**config.mk**
```make
export PLATFORM = sky130hd
export DESIGN_NAME = score_keeper
export DESIGN_NICKNAME = d
export VERILOG_FILES = /design/src/rtl/score_keeper.sv
export SDC_FILE = /design/constraint.sdc
export NUM_CORES = 1
export LEC_CHECK = 0
export CAP_MARGIN = 20
export CORE_UTILIZATION = 58
export CTS_CLUSTER_DIAMETER = 80
export DETAILED_ROUTE_END_ITERATION = 10
export HOLD_SLACK_MARGIN = 0.03
export MAX_ROUTING_LAYER = met4
export PLACE_DENSITY = 0.92
export SLEW_MARGIN = 20
export SYNTH_ARGS = -nofsm -noshare
export SYNTH_HDL_FRONTEND = slang
export SYNTH_SLANG_ARGS = --single-unit
export TNS_END_PERCENT = 20
```
**constraint.sdc**
```tcl
create_clock -name clk -period 5 [get_ports clk]
set_input_delay 0.5 -clock clk [delete_from_list [all_inputs] [get_ports clk]]
set_output_delay 0.5 -clock clk [all_outputs]
set_load 0.02 [all_outputs]
```
**src/rtl/score_keeper.sv**
```systemverilog
// score_keeper: turns ball-logic goal events into two-digit BCD scores per player,
// drives the goal banner code for a fixed number of video frames (freezing play),
// and latches game-over/winner until a new game is requested.
//
// Ports:
//   clk           system (pixel-domain) clock
//   reset_n       asynchronous active-low reset
//   refresh_tick  one-clk pulse per video frame
//   p1_scored     P1 goal event (rising edge counts)
//   p2_scored     P2 goal event (rising edge counts)
//   new_game      one-clk request to clear scores and restart play
//   p1_dig0/1     P1 score ones/tens BCD digit
//   p2_dig0/1     P2 score ones/tens BCD digit
//   goal          banner code: 00 none, 01 P1 goal, 10 P2 goal
//   freeze        high while banner shown or game over
//   game_over     high in the over state
//   winner        01 P1 won, 10 P2 won, 00 no winner yet
module score_keeper #(
  parameter int unsigned GOAL_FRAMES = 120,
  parameter int unsigned WIN_SCORE   = 10
) (
  input  logic       clk,
  input  logic       reset_n,
  input  logic       refresh_tick,
  input  logic       p1_scored,
  input  logic       p2_scored,
  input  logic       new_game,
  output logic [3:0] p1_dig0,
  output logic [3:0] p1_dig1,
  output logic [3:0] p2_dig0,
  output logic [3:0] p2_dig1,
  output logic [1:0] goal,
  output logic       freeze,
  output logic       game_over,
  output logic [1:0] winner
);

  localparam logic [1:0] StPlay = 2'd0;
  localparam logic [1:0] StGoal = 2'd1;
  localparam logic [1:0] StOver = 2'd2;

  localparam logic [7:0] CntLoad = 8'(GOAL_FRAMES - 1);
  localparam logic [7:0] WinBcd  = {4'(WIN_SCORE / 10), 4'(WIN_SCORE % 10)};

  logic [1:0] state_q, state_d;
  logic [7:0] cnt_q, cnt_d;
  logic [7:0] p1_score_q, p1_score_d;  // {tens, ones}
  logic [7:0] p2_score_q, p2_score_d;
  logic [1:0] goal_q, goal_d;
  logic       freeze_q, freeze_d;
  logic       game_over_q, game_over_d;
  logic [1:0] winner_q, winner_d;
  logic       p1_prev_q, p2_prev_q;
  logic       p1_ev, p2_ev;

  // Two-digit BCD increment that saturates at 99.
  function automatic logic [7:0] bcd_inc(input logic [7:0] v);
    logic [7:0] r;
    if (v == 8'h99) begin
      r = v;
    end else if (v[3:0] == 4'd9) begin
      r = {v[7:4] + 4'd1, 4'd0};
    end else begin
      r = {v[7:4], v[3:0] + 4'd1};
    end
    return r;
  endfunction

  assign p1_ev = p1_scored & ~p1_prev_q;
  assign p2_ev = p2_scored & ~p2_prev_q;

  always_comb begin
    state_d     = state_q;
    cnt_d       = cnt_q;
    p1_score_d  = p1_score_q;
    p2_score_d  = p2_score_q;
    goal_d      = goal_q;
    freeze_d    = freeze_q;
    game_over_d = game_over_q;
    winner_d    = winner_q;

    if (new_game) begin
      // Overrides any event in the same cycle.
      state_d     = StPlay;
      cnt_d       = 8'd0;
      p1_score_d  = 8'd0;
      p2_score_d  = 8'd0;
      goal_d      = 2'b00;
      freeze_d    = 1'b0;
      game_over_d = 1'b0;
      winner_d    = 2'b00;
    end else begin
      case (state_q)
        StPlay: begin
          // P1 has priority; a simultaneous P2 event earns nothing.
          if (p1_ev) begin
            p1_score_d = bcd_inc(p1_score_q);
            goal_d     = 2'b01;
            freeze_d   = 1'b1;
            cnt_d      = CntLoad;
            state_d    = StGoal;
          end else if (p2_ev) begin
            p2_score_d = bcd_inc(p2_score_q);
            goal_d     = 2'b10;
            freeze_d   = 1'b1;
            cnt_d      = CntLoad;
            state_d    = StGoal;
          end
        end
        StGoal: begin
          if (refresh_tick) begin
            if (cnt_q != 8'd0) begin
              cnt_d = cnt_q - 8'd1;
            end else begin
              goal_d = 2'b00;
              if ((p1_score_q == WinBcd) || (p2_score_q == WinBcd)) begin
                state_d     = StOver;
                game_over_d = 1'b1;
                winner_d    = goal_q;  // banner code identifies the scorer
              end else begin
                state_d  = StPlay;
                freeze_d = 1'b0;
              end
            end
          end
        end
        StOver: begin
          state_d = StOver;
        end
        default: begin
          state_d = StPlay;
        end
      endcase
    end
  end

  always_ff @(posedge clk or negedge reset_n) begin
    if (!reset_n) begin
      state_q     <= StPlay;
      cnt_q       <= 8'd0;
      p1_score_q  <= 8'd0;
      p2_score_q  <= 8'd0;
      goal_q      <= 2'b00;
      freeze_q    <= 1'b0;
      game_over_q <= 1'b0;
      winner_q    <= 2'b00;
      p1_prev_q   <= 1'b0;
      p2_prev_q   <= 1'b0;
    end else begin
      state_q     <= state_d;
      cnt_q       <= cnt_d;
      p1_score_q  <= p1_score_d;
      p2_score_q  <= p2_score_d;
      goal_q      <= goal_d;
      freeze_q    <= freeze_d;
      game_over_q <= game_over_d;
      winner_q    <= winner_d;
      p1_prev_q   <= p1_scored;
      p2_prev_q   <= p2_scored;
    end
  end

  assign p1_dig0   = p1_score_q[3:0];
  assign p1_dig1   = p1_score_q[7:4];
  assign p2_dig0   = p2_score_q[3:0];
  assign p2_dig1   = p2_score_q[7:4];
  assign goal      = goal_q;
  assign freeze    = freeze_q;
  assign game_over = game_over_q;
  assign winner    = winner_q;

endmodule

```
==> results by group <==
Finish
  – Multi-input logic area: a little over 1000 um^2
  – Reg area: around 850 um^2
  – Area grow syn2layout: 17.60%
  – Layout Nets: between 200 and 250
  – Fillers: approximately 250
  – Antenna cells: 0
  – Design Area, Final: roughly 2300 um^2
  – Ratio of cells with drive above 1 in the final layout: a little under a tenth

Power
  – Power share of the combinational group: between 20% and 30%
  – Power Density: about 280 nW/um^2
  – Internal power: ~440 uW
  – Share of power burned in registers: about 50%
  – Sw power: roughly 210 uW
  – Sw Ratio: 32.30%
  – Leak: about 0.00093 uW
  – Worst vdd ir: 0.2011 mV
  – Clock share of power: between 20% and 30%

Timing
  – Tightest Pin Transition: 912.0 ps
  – RSZ-0062 raised after global routing: false
  – Final min period: 2932 ps
  – Timing-limited maximum frequency: 341.1 MHz
  – Final period util: approximately three fifths
  – Worst Skew: roughly 4.0 ps
  – Setup TNS: 0 ps
  – Relative slew margins: between 30% and 40%
  – Count of final max-slew check failures: 0
  – Final setup viols: 0
  – Final Hold Fails: 0

Setup path
  – R2R cell count: 4
  – CP Max Fanout: 27
  – WS Path Type: input port to flip-flop
  – Crit start category: input port
  – Reg2Reg Capture Point: cnt_q[1]
  – WP data arrival: around 3200 ps
  – R2R Setup Slk: 2720 ps
  – Origin of the worst setup path: new_game
  – Worst Setup End Kind: flip-flop
  – Reg-to-Reg Start: cnt_q[5]
  – Worst Path Required: roughly 5200 ps

Synth
  – Instance count of the mapped netlist: 205
  – Yosys Warn Count: 0
  – Syn Nets: about 220
  – Share of the synthesized area in the top cell type: around 43%
  – Synth Register Bits: 34
  – Post-synthesis area per instance: ~9.6 um^2
  – Commonest cells in the netlist: 34 x dfrtp_1, 18 x a21oi_1, 14 x inv_1
  – Yosys top cell by area: dfrtp_1
  – Sequential fraction of the synthesis area: a little over two fifths
  – Post-synth cell types: 47
  – Ys flop type: dfrtp_1
  – Synthesized area: a little under 2000 um^2
  – Top-count cell post-synth: dfrtp_1
  – Ys async rst share: 100.0%
  – Post-synth EDFFs: 0
  – Area contributors post-synth: dfrtp_1 43%, a21oi_1 4.6%, ha_1 3.8%

Hold path
  – Hold Path End: game_over
  – Hold Startpoint: game_over
  – Hold Path Cell Cnt: 2
  – Hold Crit Class: flip-flop to flip-flop

Global routing
  – Congestion Overflow GR: 0
  – Initial antenna violation count: 0
  – Pin count of the biggest net entering global routing: 35
  – First-pass GRT wire length: between 6000 and 7000 um
  – Vias in the first global route: around 1500
  – Gr usage total: a little over a quarter

Floorplan
  – Core area: 3128 um^2
  – Rows: 20
  – Die Ht: 60.16 um
  – I/O Pins: 28
  – Full die area: ~3600 um^2
  – Die W: between 60 and 70 um
  – Initial Util: 62.72%

Detailed routing
  – WL per Instance: ~15 um
  – DRT Wirelength: 4009 um
  – DRT iter0 DRCs: 94
  – Detailed Routing Iterations Pass 1: 4
  – Via Count: roughly 1600
  – Post-DRT Antenna Nets: 0
  – # DRC: 0
  – Via density: about 5.9

Clocking
  – Clk sinks: 34
  – Clock transition at path regs: approximately 100 ps
  – # Post-CTS Setup Buffers: 0
  – Root Buffer Master: clkbuf_4
  – Later-pin clock latency in the skew report: roughly 330 ps
  – CTS-repair resized insts: 0
  – Hold_buf cts: 0
  – CTS tree: done
  – Num CTS Buffers: 5
  – CTS max path bufs: 2
  – H-tree Lvls: 2

Placement
  – Final Wtd Congestion: 0.8368
  – Dpl hpwl: around 2800 um
  – Placed Area: 2247 um^2
  – Port Buffer Count: 27

Run status
  – Status: complete, no violations

Run
  – Max-Cap Viols: 0
worst max-delay path, cell delays in order:
cell and delay, ps:
clkdlybuf4s50_1 1070, inv_1 520, and4_1 380, nor4b_1 320
mux2_2 370
per-layer routing:
layer | part of all wire (%) | GRT usage, %
met5 | 0 | -
met4 | 1.4 | 9.635
met3 | 3.2 | 5.411
met2 | 49 | 38.62
met1 | 47 | 35.46
state kept, by name, indices dropped and copies added (netlist names):
register,flops
game_over,1
cnt_q,8
p1_score_q,8
winner,2
p2_prev_q,1
p1_prev_q,1
state_q,2
freeze,1
goal,2
p2_score_q,8
through the flow:
stage	power (uW)	setup slack, ps	hold slack [ps]	std cells	utilization (%)
2_1_floorplan	431.7	2758	204.4	205	-
3_3_place_gp	485.0	1796	501.4	265	71.84
3_5_place_dp	490.6	1735	504.4	265	71.84
4_1_cts	649.8	2084	528.8	273	73.76
5_1_grt	682.7	1896	551.8	273	73.76
6_report	645.7	2068	527.5	273	73.76
logic make-up after synthesis:
logic type | after synthesis | synth area share (%)
buffers and inverters | 26 | 5.102
and+or+nand+nor | 71 | 21.75
AOI/OAI and AO/OA | 56 | 19.83
DFF | 34 | 43.37
xor gates and xnor gates | 3 | 1.340
muxes | 9 | 4.783
adders and majority gates | 6 | 3.826
placed cells by master, fill, tap and decap left out, types with 2 or more instances in the layout:
cell type	synthesis	layout
a21oi_1	18	18
a31o_1	2	2
a31oi_1	9	9
and2_1	2	2
and3_1	2	2
clkbuf_4	0	5
clkdlybuf4s50_1	0	27
dfrtp_1	34	34
ha_1	6	6
inv_1	14	14
mux2_2	3	3
mux2i_1	6	6
nand2_1	6	6
nand2b_1	6	6
nand3_1	7	7
nor2_1	13	13
nor2b_1	4	4
nor3_1	4	4
nor3b_1	2	2
nor4_1	5	5
nor4b_1	3	3
o211ai_1	2	2
o21ai_0	5	5
o22a_1	4	4
o22ai_1	2	2
o31ai_1	4	4
or2_2	2	2
or3_1	6	6
or3_4	2	2
or4_1	2	2
xnor2_1	2	2
area by class of cell:
class | count | area share [%]
tap | 44 | 2.386
clock buffer | 7 | 2.386
clock inverter | 1 | 0.2169
timing repair buffer | 28 | 12.04
inverter | 14 | 2.278
sequential | 34 | 36.88
multi-input combinational | 145 | 43.82
how the worst max path moves through the flow:
stage	endpoint	slack [ps]	cells after the start
final	p2_score_q[6]	2070	5
after global routing	p2_score_q[6]	1900	5
after CTS	p2_score_q[6]	2080	5
after detailed placement	p2_score_q[6]	1730	5
after global placement	p2_score_q[6]	1800	5
after floorplan	winner[0]	2760	5
power by group through the flow:
stage,Clock (uW),Sequential (uW),Combinational (uW)
6_report,159,329,157
5_1_grt,174,334,175
4_1_cts,164,329,158
3_5_place_dp,0,334,157
3_3_place_gp,0,332,153
2_1_floorplan,0,342,89.4
Note: power is estimated with default switching activity, not from simulation.
